<file path="src/rtl/nes_bus_pkg.sv">
// nes_bus_pkg: types and constants shared by the blocks that talk to the
// nes_bus.
//   spr_state_e  : states of the OAM DMA initiator
//   ADDR_OAMDMA  : $4014, the register write that starts a sprite DMA
//   ADDR_OAMDATA : $2004, the PPU OAM data port that receives each byte
package nes_bus_pkg;

   typedef enum logic [2:0] {
      IDLE,
      ALIGN2,
      ALIGN,
      READ,
      WRITE
   } spr_state_e;

   localparam logic [15:0] ADDR_OAMDMA  = 16'h4014;
   localparam logic [15:0] ADDR_OAMDATA = 16'h2004;

endpackage : nes_bus_pkg

</file>
<file path="src/rtl/spr_dma_ctrl.sv">
// spr_dma_ctrl: OAM (sprite) DMA initiator for the $4014 register.
// A CPU write of page P to REG_ADDR copies CPU $P00-$PFF into PPU OAM as
// XFER_LEN read/write pairs, the writes going to OAM_PORT. The block drives
// the nes_bus spr_* requester port and only advances on granted cycles, so
// a DMC steal simply replays the current access.
//
// Ports:
//   i_clk        CPU clock
//   i_rstn       asynchronous active-low reset
//   i_bus_addr   snooped bus address
//   i_bus_wdata  snooped bus write data (page number on a trigger)
//   i_bus_wn     snooped bus r_wn, 0 = write
//   o_spr_req    bus request, held for the whole transfer
//   i_spr_gnt    grant from the nes_bus arbiter
//   o_spr_addr   address driven while granted
//   o_spr_wn     1 = read, 0 = write
//   o_spr_wdata  write data for OAM_PORT
//   i_spr_rdata  read data, valid in the same cycle as a granted read
//   o_busy       high from trigger until the final write completes
module spr_dma_ctrl
   import nes_bus_pkg::*;
#(
   parameter logic [15:0] REG_ADDR = ADDR_OAMDMA,
   parameter logic [15:0] OAM_PORT = ADDR_OAMDATA,
   parameter int unsigned XFER_LEN = 256
) (
   input  logic        i_clk,
   input  logic        i_rstn,
   input  logic [15:0] i_bus_addr,
   input  logic [7:0]  i_bus_wdata,
   input  logic        i_bus_wn,
   output logic        o_spr_req,
   input  logic        i_spr_gnt,
   output logic [15:0] o_spr_addr,
   output logic        o_spr_wn,
   output logic [7:0]  o_spr_wdata,
   input  logic [7:0]  i_spr_rdata,
   output logic        o_busy
);

   localparam logic [7:0] LAST_IDX = 8'(XFER_LEN - 1);

   spr_state_e  state_q;
   logic [7:0]  idx_q;
   logic [7:0]  page_q;
   logic        parity_q;
   logic        req_q;
   logic        busy_q;
   logic [15:0] addr_q;
   logic        wn_q;
   logic [7:0]  wdata_q;
   logic        trig;

   assign trig = (i_bus_addr == REG_ADDR) && !i_bus_wn;

   // The fetched byte is latched straight into the write-data register;
   // it is only ever consumed by the following WRITE, so no separate
   // data register is kept.
   always_ff @(posedge i_clk or negedge i_rstn) begin
      if (!i_rstn) begin
         state_q  <= IDLE;
         idx_q    <= '0;
         page_q   <= '0;
         parity_q <= 1'b0;
         req_q    <= 1'b0;
         busy_q   <= 1'b0;
         addr_q   <= '0;
         wn_q     <= 1'b1;
         wdata_q  <= '0;
      end else begin
         parity_q <= ~parity_q;
         case (state_q)
            IDLE: begin
               if (trig) begin
                  page_q  <= i_bus_wdata;
                  idx_q   <= '0;
                  req_q   <= 1'b1;
                  busy_q  <= 1'b1;
                  addr_q  <= REG_ADDR;
                  wn_q    <= 1'b1;
                  // Odd-cycle trigger burns one extra granted cycle.
                  state_q <= parity_q ? ALIGN2 : ALIGN;
               end
            end
            ALIGN2: begin
               if (i_spr_gnt) state_q <= ALIGN;
            end
            ALIGN: begin
               if (i_spr_gnt) begin
                  addr_q  <= {page_q, idx_q};
                  wn_q    <= 1'b1;
                  state_q <= READ;
               end
            end
            READ: begin
               if (i_spr_gnt) begin
                  wdata_q <= i_spr_rdata;
                  addr_q  <= OAM_PORT;
                  wn_q    <= 1'b0;
                  state_q <= WRITE;
               end
            end
            WRITE: begin
               if (i_spr_gnt) begin
                  if (idx_q == LAST_IDX) begin
                     req_q   <= 1'b0;
                     busy_q  <= 1'b0;
                     addr_q  <= '0;
                     wn_q    <= 1'b1;
                     state_q <= IDLE;
                  end else begin
                     // 8-bit idx concatenated under the page: never
                     // crosses into the next page.
                     idx_q   <= idx_q + 8'd1;
                     addr_q  <= {page_q, idx_q + 8'd1};
                     wn_q    <= 1'b1;
                     state_q <= READ;
                  end
               end
            end
            default: begin
               state_q <= IDLE;
            end
         endcase
      end
   end

   assign o_spr_req   = req_q;
   assign o_busy      = busy_q;
   assign o_spr_addr  = addr_q;
   assign o_spr_wn    = wn_q;
   assign o_spr_wdata = wdata_q;

endmodule : spr_dma_ctrl

</file>
<file path="config.mk">
export PLATFORM = sky130hd
export DESIGN_NAME = spr_dma_ctrl
export DESIGN_NICKNAME = d
export VERILOG_FILES = /design/src/rtl/nes_bus_pkg.sv /design/src/rtl/spr_dma_ctrl.sv
export SDC_FILE = /design/constraint.sdc
export NUM_CORES = 1
export LEC_CHECK = 0
export CORE_UTILIZATION = 39
export DETAILED_ROUTE_END_ITERATION = 6
export PLACE_DENSITY = 0.68
export SYNTH_ARGS = -nofsm -noshare
export SYNTH_HDL_FRONTEND = slang
export SYNTH_SLANG_ARGS = --single-unit
export TNS_END_PERCENT = 20
</file>
<file path="constraint.sdc">
create_clock -name i_clk -period 2.1 [get_ports i_clk]
set_input_delay 0.42 -clock i_clk [delete_from_list [all_inputs] [get_ports i_clk]]
set_output_delay 0.42 -clock i_clk [all_outputs]
set_load 0.05 [all_outputs]
</file>
==> metrics.log <==
INFO  metric run_status = complete, no violations
INFO  metric grt.met3_usage = 0.0488
INFO  metric gr-total-overflow = 0
INFO  metric drc = 0
INFO  metric postCtsResizedCells = 0
INFO  metric holdCritPathClass = input port to asynchronous set/reset pin
INFO  metric timing.max_slew.rel_slack = 0.647
INFO  metric later_pin_clock_latency_in_the_skew_report = 0.30 ns
INFO  metric regArea = around 1200 um^2
INFO  metric routed_wirelength = 5310 um
INFO  metric cts-buffers-inserted = 5
INFO  metric crit_path_max_fanout = 13
INFO  metric irDropWorstVdd = 0.735 mV
INFO  metric max_freq = slightly above 500 MHz
INFO  metric post-route-period-util = 0.918
INFO  metric grt_busiest_layer = met2
INFO  metric route.detailed.wl_per_inst = around 15 um
INFO  metric grtUsageTotal = 0.194
INFO  metric dieHeight = between 70 and 80 um
INFO  metric grt_util_met2 = 0.302
INFO  metric cell_internal_pwr = approximately 2.2 mW
INFO  metric synthDominantAreaCellType = sky130_fd_sc_hd__dfrtp_1
INFO  metric syn-num-nets = between 200 and 250
INFO  metric final-instance-count-excl-fill = 361
INFO  metric synth_edf_count = 0
INFO  metric synth-async-reset-ratio = 1.00
INFO  metric ant_nets = 0
INFO  metric worst_slew_pin_slew = ~0.53 ns
INFO  metric gpl.final_weighted_congestion = between 0.8 and 0.9
INFO  metric clockBufferDepth = 2
INFO  metric die_w = around 78 um
INFO  metric rows = 27
INFO  metric synthDominantCellAreaShare = 0.499
INFO  metric clock_sink_count = 46
INFO  metric tritoncts = yes
INFO  metric place.port_buffers = 62
INFO  metric critPathLaunchType = input port
INFO  metric postLayoutCellArea = around 3200 um^2
INFO  metric synthMostInstantiatedCell = sky130_fd_sc_hd__dfrtp_1
INFO  metric setup_skew = around 0.0050 ns
INFO  metric final_net_count = 325
INFO  metric multi_input_area = between 1000 and 1500 um^2
INFO  metric drt_first_pass_iters = 4
INFO  metric yosys-top-cells-count = sky130_fd_sc_hd__dfrtp_1, sky130_fd_sc_hd__o21ai_0, sky130_fd_sc_hd__nand2_1
INFO  metric dp.cells = about 350
INFO  metric post_synth_main_area_contributors = sky130_fd_sc_hd__dfrtp_1, sky130_fd_sc_hd__mux2_2, sky130_fd_sc_hd__o21ai_0
INFO  metric synthFlopType = sky130_fd_sc_hd__dfrtp_1
INFO  metric start_util = 0.407
INFO  metric fill_cells = a little under 500
INFO  metric cts_htree_levels = 2
INFO  metric ant_diodes = 0
INFO  metric syn-instance-count = between 200 and 250
INFO  metric post-cts-setup-buffer-count = 0
INFO  metric ys_seq_area_frac = 0.511
INFO  metric number_of_global_route_vias_before_repair = about 2.0k
INFO  metric seq_power_share = 0.348
INFO  metric grt_setup_unrepaired = no
INFO  metric power.switching_fraction = 0.418
INFO  metric dieArea = a little over 6000 um^2
INFO  metric number_of_pins_exceeding_their_max_slew_limit_in_the_final_report = 0
INFO  metric power_switching = 1.60 mW
INFO  metric grt_max_degree = 23
INFO  metric first_pass_grt_wire_length = around 9000 um
INFO  metric power.leakage = 1.41 nW
INFO  metric floorplan.io_pins = 63
INFO  metric end_kind = flip-flop
INFO  metric cp.required = approximately 2.3 ns
INFO  metric layout_min_cycle_time = about 1.9 ns
INFO  metric core_region_area = roughly 5500 um^2
INFO  metric power.share.clock = 0.172
INFO  metric areaGrowthSynthToFinish = 42.2%
INFO  metric ctsRootBufferMaster = sky130_fd_sc_hd__clkbuf_8
INFO  metric vias_per_cell = 5.25
INFO  metric setup_viol_count_final = 0
INFO  metric global_route.usage.met1 = 0.268
INFO  metric synth-seq-cells = 46
INFO  metric critical_path_arrival = 2.12 ns
INFO  metric ys.warnings.count = 0
INFO  metric powerDensity = around 1200 nW/um^2
INFO  metric final_layout_size_suffix_gt1_frac = 0.204
INFO  metric worst_setup_hold_path_clk_slew = 0.08 ns
INFO  metric area_of_the_mapped_netlist = approximately 2300 um^2
INFO  metric dr_total_vias = ~1.9k
INFO  metric path_class = input port to flip-flop
INFO  metric ys_types = 52
INFO  metric max_cap_violations = 0
INFO  metric cts_hold_repair.buffers = 0
INFO  metric initialDrtViolationCount = approximately 180
INFO  metric place.detailed.hpwl = around 3900 um
INFO  metric combPwrFrac = 0.480
INFO  metric timing.final.hold_violations = 0
INFO  metric number_of_antenna_violations_at_the_first_check_in_global_routing = 0
INFO  metric avgSynthCellArea = between 10 and 15 um^2
INFO  metric placed_area = 3090 um^2
logic make-up after synthesis:
family,count (synthesis),synth area share
mux,17,0.0876
flops,46,0.511
fa+ha+maj,1,0.00555
buf+inv,14,0.0349
simple gates,68,0.187
compound gates,59,0.170
xor+xnor,1,0.00388
area by class of cell:
| type | count | area share |
|---|---|---|
| Clock buffer | 6 | 0.0226 |
| Clock inverter | 2 | 0.0117 |
| Inverter | 4 | 0.00468 |
| Multi-Input combinational cell | 146 | 0.321 |
| Sequential cell | 46 | 0.359 |
| Tap cell | 72 | 0.0281 |
| Timing Repair Buffer | 85 | 0.253 |
per-layer routing:
metal  part of all wire  vias to the layer above
met1               0.47                      903
li1                   -                      929
met2               0.46                       55
met3              0.057                        8
met5                  0                        -
met4              0.016                        0
cell usage in the layout, fill, tap and decap left out, types with 3 or more instances in the layout:
cell type	n
sky130_fd_sc_hd__a31oi_1	3
sky130_fd_sc_hd__nor2_1	10
sky130_fd_sc_hd__buf_4	22
sky130_fd_sc_hd__a21oi_1	10
sky130_fd_sc_hd__inv_1	4
sky130_fd_sc_hd__a22o_1	9
sky130_fd_sc_hd__nand3_1	9
sky130_fd_sc_hd__nand2_1	16
sky130_fd_sc_hd__mux2_2	14
sky130_fd_sc_hd__nand2b_1	3
sky130_fd_sc_hd__a21o_1	3
sky130_fd_sc_hd__clkdlybuf4s50_1	60
sky130_fd_sc_hd__nor4_1	3
sky130_fd_sc_hd__clkbuf_8	5
sky130_fd_sc_hd__o21ai_0	20
sky130_fd_sc_hd__dfrtp_1	45
sky130_fd_sc_hd__nor4b_1	3
sky130_fd_sc_hd__nor3b_1	3
critical path, cell delays in order:
cell and delay (ns):
sky130_fd_sc_hd__clkdlybuf4s50_1 0.39, sky130_fd_sc_hd__or4b_4 0.57, sky130_fd_sc_hd__nor2_1 0.18, sky130_fd_sc_hd__a21oi_1 0.15, sky130_fd_sc_hd__buf_12 0.17, sky130_fd_sc_hd__a22o_1 0.24
flip-flops by register name, summed over array words and instances, names as in the netlist:
register,flops
parity_q,1
o_spr_wdata,8
state_q,3
idx_q,8
o_spr_wn,1
page_q,8
o_busy,1
o_spr_addr,16
final timing paths:
path,startpoint,to,slack [ns],cells past startpoint
worst max-delay path,i_bus_addr[13],o_spr_addr[8],0.17,6
worst min-delay path,i_rstn,o_spr_wdata[6],0.07,1
worst max register to register,state_q[2],o_spr_addr[5],0.19,5
worst min register to register,parity_q,parity_q,0.45,1
max in group asynchronous,i_rstn,idx_q[3],1.45,2
min in group i_clk,parity_q,parity_q,0.45,1
power groups by stage:
stage	Combinational [mW]	Clock [mW]	Sequential (mW)
floorplan	0.641	0	1.87
global placement	1.82	0	1.34
detailed placement	1.84	0	1.34
CTS	1.85	0.680	1.33
global route	1.98	0.715	1.37
finish	1.83	0.657	1.33
per-stage QoR:
step	power, mW	utilization	setup WS [ns]	setup TNS [ns]	hold slack (ns)
2_1_floorplan	2.51	-	0.275	0	0.124
3_3_place_gp	3.16	0.558	-0.0967	-1.40	0.401
3_5_place_dp	3.18	0.558	-0.116	-1.98	0.399
4_1_cts	3.86	0.578	0.158	0	0.0636
5_1_grt	4.06	0.579	0.126	0	0.0820
6_report	3.82	0.579	0.173	0	0.0675
Power figures use the tool's default switching activity.
